### src/rtl/pulse_analyzer_if.sv
// Signal bundle between a pulse source / status reader and pulse_analyzer.
// The master drives din and reads the measurement; the slave is the analyzer.
interface pulse_analyzer_if #(
  parameter int PULSE_WIDTH_WIDTH  = 8,
  parameter int PULSE_PERIOD_WIDTH = 16
);
  logic                          din;
  logic [PULSE_WIDTH_WIDTH-1:0]  width;
  logic [PULSE_PERIOD_WIDTH-1:0] period;
  logic                          valid;
  logic                          overflow;
  logic [31:0]                   count;

  modport master (output din, input width, period, valid, overflow, count);
  modport slave  (input din, output width, period, valid, overflow, count);
endinterface

### src/rtl/pulse_analyzer.sv
// Measures high time and period of a pulse train, one strobe per complete period.
// Define PULSE_ANALYZER_SYNC_EN to pass din through a two-flop synchronizer first.
//
// state | meaning
// IDLE  | after reset, waiting for the input to be low
// ARMED | input seen low, waiting for the first rise (no strobe)
// HIGH  | input high, width and period counters running
// LOW   | input low, period counter running; next rise publishes
module pulse_analyzer #(
  parameter int PULSE_WIDTH_WIDTH  = 8,
  parameter int PULSE_PERIOD_WIDTH = 16
) (
  input  logic               clk,
  input  logic               resetn,
  pulse_analyzer_if.slave    pa
);
  localparam logic [PULSE_WIDTH_WIDTH-1:0]  WMAX = '1;
  localparam logic [PULSE_PERIOD_WIDTH-1:0] PMAX = '1;
  localparam logic [PULSE_WIDTH_WIDTH-1:0]  WONE = PULSE_WIDTH_WIDTH'(1);
  localparam logic [PULSE_PERIOD_WIDTH-1:0] PONE = PULSE_PERIOD_WIDTH'(1);

  typedef enum logic [1:0] {IDLE, ARMED, HIGH, LOW} state_t;

  state_t                        state_q, state_d;
  logic                          d, d_q, d_d;
  logic [PULSE_WIDTH_WIDTH-1:0]  wcnt_q, wcnt_d, width_q, width_d, w_inc;
  logic [PULSE_PERIOD_WIDTH-1:0] pcnt_q, pcnt_d, period_q, period_d, p_inc;
  logic                          sticky_q, sticky_d;
  logic                          valid_q, valid_d;
  logic                          ovf_q, ovf_d;
  logic [31:0]                   count_q, count_d;
  logic                          rise, fall;

`ifdef PULSE_ANALYZER_SYNC_EN
  logic [1:0] sync_q, sync_d;

  always_comb begin
    sync_d = {sync_q[0], pa.din};
  end

  always_ff @(posedge clk) begin
    if (!resetn) sync_q <= 2'b11;
    else         sync_q <= sync_d;
  end

  assign d = sync_q[1];
`else
  assign d = pa.din;
`endif

  assign rise  = d & ~d_q;
  assign fall  = ~d & d_q;
  // Counters stick at all-ones rather than wrapping.
  assign w_inc = (wcnt_q == WMAX) ? WMAX : wcnt_q + WONE;
  assign p_inc = (pcnt_q == PMAX) ? PMAX : pcnt_q + PONE;

  always_comb begin
    state_d  = state_q;
    d_d      = d;
    wcnt_d   = wcnt_q;
    pcnt_d   = pcnt_q;
    sticky_d = sticky_q;
    width_d  = width_q;
    period_d = period_q;
    ovf_d    = ovf_q;
    valid_d  = 1'b0;
    count_d  = count_q;
    case (state_q)
      IDLE: begin
        if (!d) state_d = ARMED;
      end
      ARMED: begin
        if (rise) begin
          state_d  = HIGH;
          wcnt_d   = WONE;
          pcnt_d   = PONE;
          sticky_d = 1'b0;
        end
      end
      HIGH: begin
        pcnt_d   = p_inc;
        sticky_d = sticky_q | (p_inc == PMAX);
        if (fall) begin
          state_d = LOW;
        end else begin
          wcnt_d   = w_inc;
          sticky_d = sticky_q | (p_inc == PMAX) | (w_inc == WMAX);
        end
      end
      LOW: begin
        if (rise) begin
          width_d  = wcnt_q;
          period_d = pcnt_q;
          ovf_d    = sticky_q;
          valid_d  = 1'b1;
          count_d  = count_q + 32'd1;
          wcnt_d   = WONE;
          pcnt_d   = PONE;
          sticky_d = 1'b0;
          state_d  = HIGH;
        end else begin
          pcnt_d   = p_inc;
          sticky_d = sticky_q | (p_inc == PMAX);
        end
      end
      default: state_d = IDLE;
    endcase
  end

  always_ff @(posedge clk) begin
    if (!resetn) begin
      state_q  <= IDLE;
      d_q      <= 1'b1;
      wcnt_q   <= '0;
      pcnt_q   <= '0;
      sticky_q <= 1'b0;
      width_q  <= '0;
      period_q <= '0;
      ovf_q    <= 1'b0;
      valid_q  <= 1'b0;
      count_q  <= '0;
    end else begin
      state_q  <= state_d;
      d_q      <= d_d;
      wcnt_q   <= wcnt_d;
      pcnt_q   <= pcnt_d;
      sticky_q <= sticky_d;
      width_q  <= width_d;
      period_q <= period_d;
      ovf_q    <= ovf_d;
      valid_q  <= valid_d;
      count_q  <= count_d;
    end
  end

  assign pa.width    = width_q;
  assign pa.period   = period_q;
  assign pa.overflow = ovf_q;
  assign pa.valid    = valid_q;
  assign pa.count    = count_q;
endmodule

### src/flat_wrapper.sv
// flat-port wrapper written by rule: the top's interface ports become plain ports
module pulse_analyzer_flat 
#(
  parameter int PULSE_WIDTH_WIDTH  = 8,
  parameter int PULSE_PERIOD_WIDTH = 16
)
  (clk, resetn, pa_din, pa_width, pa_period, pa_valid, pa_overflow, pa_count);
  pulse_analyzer_if #(.PULSE_WIDTH_WIDTH(PULSE_WIDTH_WIDTH), .PULSE_PERIOD_WIDTH(PULSE_PERIOD_WIDTH)) pa_i ();
  input  logic clk;
  input  logic resetn;
  input wire logic [$bits(pa_i.din)-1:0] pa_din;
  output wire logic [$bits(pa_i.width)-1:0] pa_width;
  output wire logic [$bits(pa_i.period)-1:0] pa_period;
  output wire logic [$bits(pa_i.valid)-1:0] pa_valid;
  output wire logic [$bits(pa_i.overflow)-1:0] pa_overflow;
  output wire logic [$bits(pa_i.count)-1:0] pa_count;
  assign pa_i.din = pa_din;
  assign pa_width = pa_i.width;
  assign pa_period = pa_i.period;
  assign pa_valid = pa_i.valid;
  assign pa_overflow = pa_i.overflow;
  assign pa_count = pa_i.count;
  pulse_analyzer #(.PULSE_WIDTH_WIDTH(PULSE_WIDTH_WIDTH), .PULSE_PERIOD_WIDTH(PULSE_PERIOD_WIDTH)) u_core (.clk(clk), .resetn(resetn), .pa(pa_i));
endmodule
### config.mk
export PLATFORM = sky130hd
export DESIGN_NAME = pulse_analyzer_flat
export DESIGN_NICKNAME = d
export VERILOG_FILES = /design/src/rtl/pulse_analyzer_if.sv /design/src/rtl/pulse_analyzer.sv /design/src/flat_wrapper.sv
export SDC_FILE = /design/constraint.sdc
export NUM_CORES = 1
export LEC_CHECK = 0
export ABC_AREA = 1
export ABC_CLOCK_PERIOD_IN_PS = 1850
export CAP_MARGIN = 15
export CORE_ASPECT_RATIO = 1.4
export CORE_MARGIN = 2
export CORE_UTILIZATION = 49
export DETAILED_ROUTE_END_ITERATION = 8
export GPL_ROUTABILITY_DRIVEN = 0
export PLACE_DENSITY = 0.83
export SKIP_LAST_GASP = 1
export SLEW_MARGIN = 20
export SYNTH_ARGS = -nofsm -noshare
export SYNTH_HDL_FRONTEND = slang
export SYNTH_SLANG_ARGS = --single-unit
export TNS_END_PERCENT = 50
### constraint.sdc
create_clock -name clk -period 1.85 [get_ports clk]
set_clock_uncertainty 0.1 [all_clocks]
set_input_delay 0.185 -clock clk [delete_from_list [all_inputs] [get_ports clk]]
set_output_delay 0.185 -clock clk [all_outputs]
set_load 0.05 [all_outputs]
==> impl_metrics.env <==
export IMPL_cellLeakagePower_nw=2.20
export IMPL_cap_violations=0
export IMPL_critPathMaxStageDelay_ps=390
export IMPL_hpwl_um=7700
export IMPL_cts_tree="done"
export IMPL_clkTransAtPathRegs_ps=70
export IMPL_period_share_pct=104
export IMPL_route_detailed_drc=0
export IMPL_cp_slowest_cell="o31ai_1"
export IMPL_place_area_um2=5150
export IMPL_die_x_um=82.6
export IMPL_netlist_instances=602
export IMPL_yosysWarnings=0
export IMPL_irDropWorstVdd_v=0.000594
export IMPL_clock_sinks=86
export IMPL_fin_area_um2=5610
export IMPL_antenna_cells=0
export IMPL_startpoint_type="flip-flop"
export IMPL_layout_cells_non_filler=802
export IMPL_max_freq_mhz=518
export IMPL_synth_nets=608
export IMPL_drv_slew=0
export IMPL_yosysUniqueCellTypes=36
export IMPL_cts_root_buf="clkbuf_16"
export IMPL_setup_viol=1
export IMPL_areaGrowthSynthToFinish_pct=32.4
export IMPL_initialDrtViolationCount=226
export IMPL_grt_max_degree=48
export IMPL_drive_above_1_share_pct=20.8
export IMPL_regArea_um2=1760
export IMPL_relSlewSlack_pct=65.8
export IMPL_rows=40
export IMPL_antenna_found_initial=0
export IMPL_coreArea_um2=8510
export IMPL_start_util_pct=49.8
export IMPL_routed_wl_um=11100
export IMPL_crit_required_ps=2040
export IMPL_worst_path_stages=9
export IMPL_synth_avg_cell_area_um2=7.03
export IMPL_synth_area_um2=4230
export IMPL_r2r_cells=9
export IMPL_worstSetupPathType="flip-flop to flip-flop"
export IMPL_hp_class="flip-flop to flip-flop"
export IMPL_holdWs_ps=361
export IMPL_ioPinCount=61
export IMPL_fin_nets=698
export IMPL_path_buf_inv=1
export IMPL_finalCriticalPeriod_ps=1930
export IMPL_grt_first_pass_wirelength_um=17800
export IMPL_vias_per_cell=5.51
export IMPL_crit_arrival_ps=2120
export IMPL_dr_pass1_iters=5
export IMPL_violations="negative setup slack"
export IMPL_die_area_um2=9410
export IMPL_critPathMaxFanout=5
export IMPL_multi_input_area_um2=2280
export IMPL_vias=4420
export IMPL_clk_path_buf_depth=2
export IMPL_overflow=0
export IMPL_h_tree_depth=3
export IMPL_numCtsBuffers=9
export IMPL_ys_seq_area_share_pct=40.7
export IMPL_postRouteAntennaNets=0
export IMPL_cp_top_family="simple AND/OR/NAND/NOR gates"
export IMPL_status="complete, but fails checks"
export IMPL_wire_per_inst_um=13.8
export IMPL_grt_usage_pct=23.9
export IMPL_rsz0062_at_grt="yes"
export IMPL_path_common_cell="nand2_1"
export IMPL_synth_seq_cells=86
export IMPL_crit_chain="buf_4, nand3_1, nor2_1, nand2_1, o31ai_1, nand4_1, nand2_1, nand2_1, a21oi_2"
export IMPL_dp_cells=782
export IMPL_fp_dieH_um=114
export IMPL_pwr_density_cell_nw_per_um2=683
export IMPL_grt_pass1_vias=4119
export IMPL_hold_depth=2
export IMPL_cp_end_kind="flip-flop"
export IMPL_layout_setup_ws_ps=-82.0
export IMPL_fillerInstances=688
export IMPL_clock_latency_ps=350
export IMPL_setup_tns_ps=-82.0
export IMPL_worstMarginPinSlew_ps=511
export IMPL_hold_violations=0
export IMPL_port_buffers=60
## per-layer routing
| layer | GRT usage (%) | share of wire [%] | vias to the layer above |
|---|---|---|---|
| li1 | - | - | 2154 |
| met1 | 27.7 | 41 | 2068 |
| met2 | 41.0 | 51 | 164 |
| met3 | 4.27 | 5.1 | 34 |
| met4 | 12.5 | 3.3 | 0 |
| met5 | 0 | 0 | - |
## layout by cell type (no fill, tap or decap), types with 9 or more instances in the layout
master / count
a21oi_1: 60
buf_4: 46
clkbuf_16: 9
clkdlybuf4s50_1: 41
dfxtp_1: 61
dfxtp_2: 23
inv_1: 54
nand2_1: 131
nand2_2: 9
nand3_1: 34
nand4_1: 12
nor2_1: 68
nor2_4: 10
nor3_1: 10
o21ai_0: 48
## stage by stage
stage / worst slack [ps] / utilization (%) / power (W)
2_1_floorplan: 4.85 / - / 0.00197
5_1_grt: -136 / 65.9 / 0.00396
3_5_place_dp: -258 / 60.5 / 0.00202
6_report: -82.0 / 65.9 / 0.00383
4_1_cts: -40.5 / 64.1 / 0.00385
3_3_place_gp: -152 / 60.5 / 0.00201
## cells in the mapped netlist
cell type  count  area (µm²)
o21ai_0       48         240
nor2_4         7        78.8
a22oi_1        1        7.51
xnor2_1        5        43.8
nand2_2        8        50.1
nand2_1      133         499
ha_1           3        37.5
clkbuf_1      16        60.1
o221a_2        1        11.3
buf_6          1        11.3
a21oi_1       60         300
o21bai_1       1        7.51
o21ai_1        3        15.0
nor4b_1        1        8.76
o21ai_2        1        8.76
inv_1         55         206
o21a_1         4        30.0
nor3_4         2        32.5
clkinv_2       1        5.00
inv_2          7        26.3
nor3_2         2        20.0
dfxtp_1       86        1720
nor3_1        10        50.1
nor4_1         3        18.8
nor2_1        69         259
nand3_4        2        35.0
buf_4          1        7.51
nand3_2        5        50.1
nand4_1       12        75.1
o31ai_1        1        7.51
a211oi_1       1        7.51
a21oi_2        1        8.76
o211ai_1       1        7.51
nor2_2         9        56.3
xor2_1         6        52.6
nand3_1       35         175
## registers in the layout, indices dropped and copies added, names as in the netlist
| register | flops |
|---|---|
| u_core.pa.overflow | 1 |
| u_core.wcnt_q | 8 |
| u_core.d_q | 1 |
| u_core.sticky_q | 1 |
| u_core.state_q | 2 |
| u_core.pa.count | 32 |
| u_core.pcnt_q | 16 |
| u_core.pa.period | 16 |
| u_core.pa.width | 8 |
| u_core.pa.valid | 1 |
## final cells by class
type,instances,share of cell area [%]
multi-input combinational,435,40.7
sequential,86,31.4
timing repair buffer,97,15.8
inverter,63,4.29
clock buffer,10,4.26
tap,105,2.34
clock inverter,6,1.23
## timing repair
item                       4_1_cts  5_1_grt
hold buffers                     0        0
pin swaps                        0       17
setup endpoints to repair        9       21
setup buffers                    0        4
gates resized for setup          4       37
## report_power, final
group / switching, W / internal [W] / total [W]
Clock: 0.000758 / 0.00109 / 0.00185
Combinational: 0.0000752 / 0.0000432 / 0.000118
Sequential: 0.00000693 / 0.00186 / 0.00186
## tightest hold or removal path: stages (launching register included)
cell and delay (ps):
dfxtp_2 330, inv_1 50, a21oi_1 50
## path summary, 6_finish.rpt
kind / startpoint / endpoint / slack, ps
setup / recovery: u_core.wcnt_q[0]$_SDFFE_PN0P_ / u_core.sticky_q$_SDFFE_PN0P_ / -80
hold / removal: u_core.pa.count[19]$_SDFFE_PN0P_ / u_core.pa.count[19]$_SDFFE_PN0P_ / 360
setup reg to reg: u_core.wcnt_q[0]$_SDFFE_PN0P_ / u_core.sticky_q$_SDFFE_PN0P_ / -80
hold reg to reg: u_core.pa.count[19]$_SDFFE_PN0P_ / u_core.pa.count[19]$_SDFFE_PN0P_ / 360
## cells by family (layout without fill, tap and decap cells)
group	after synthesis	in the layout	share of synthesized area (%)
AND/OR/NAND/NOR	298	298	33.3
AO/OA/AOI/OAI	123	123	15.4
flip-flops	86	86	40.7
buffers and inverters	81	176	7.48
XOR/XNOR	11	11	2.28
adder cells (fa/ha/maj)	3	3	0.887
Power figures use the tool's default switching activity.
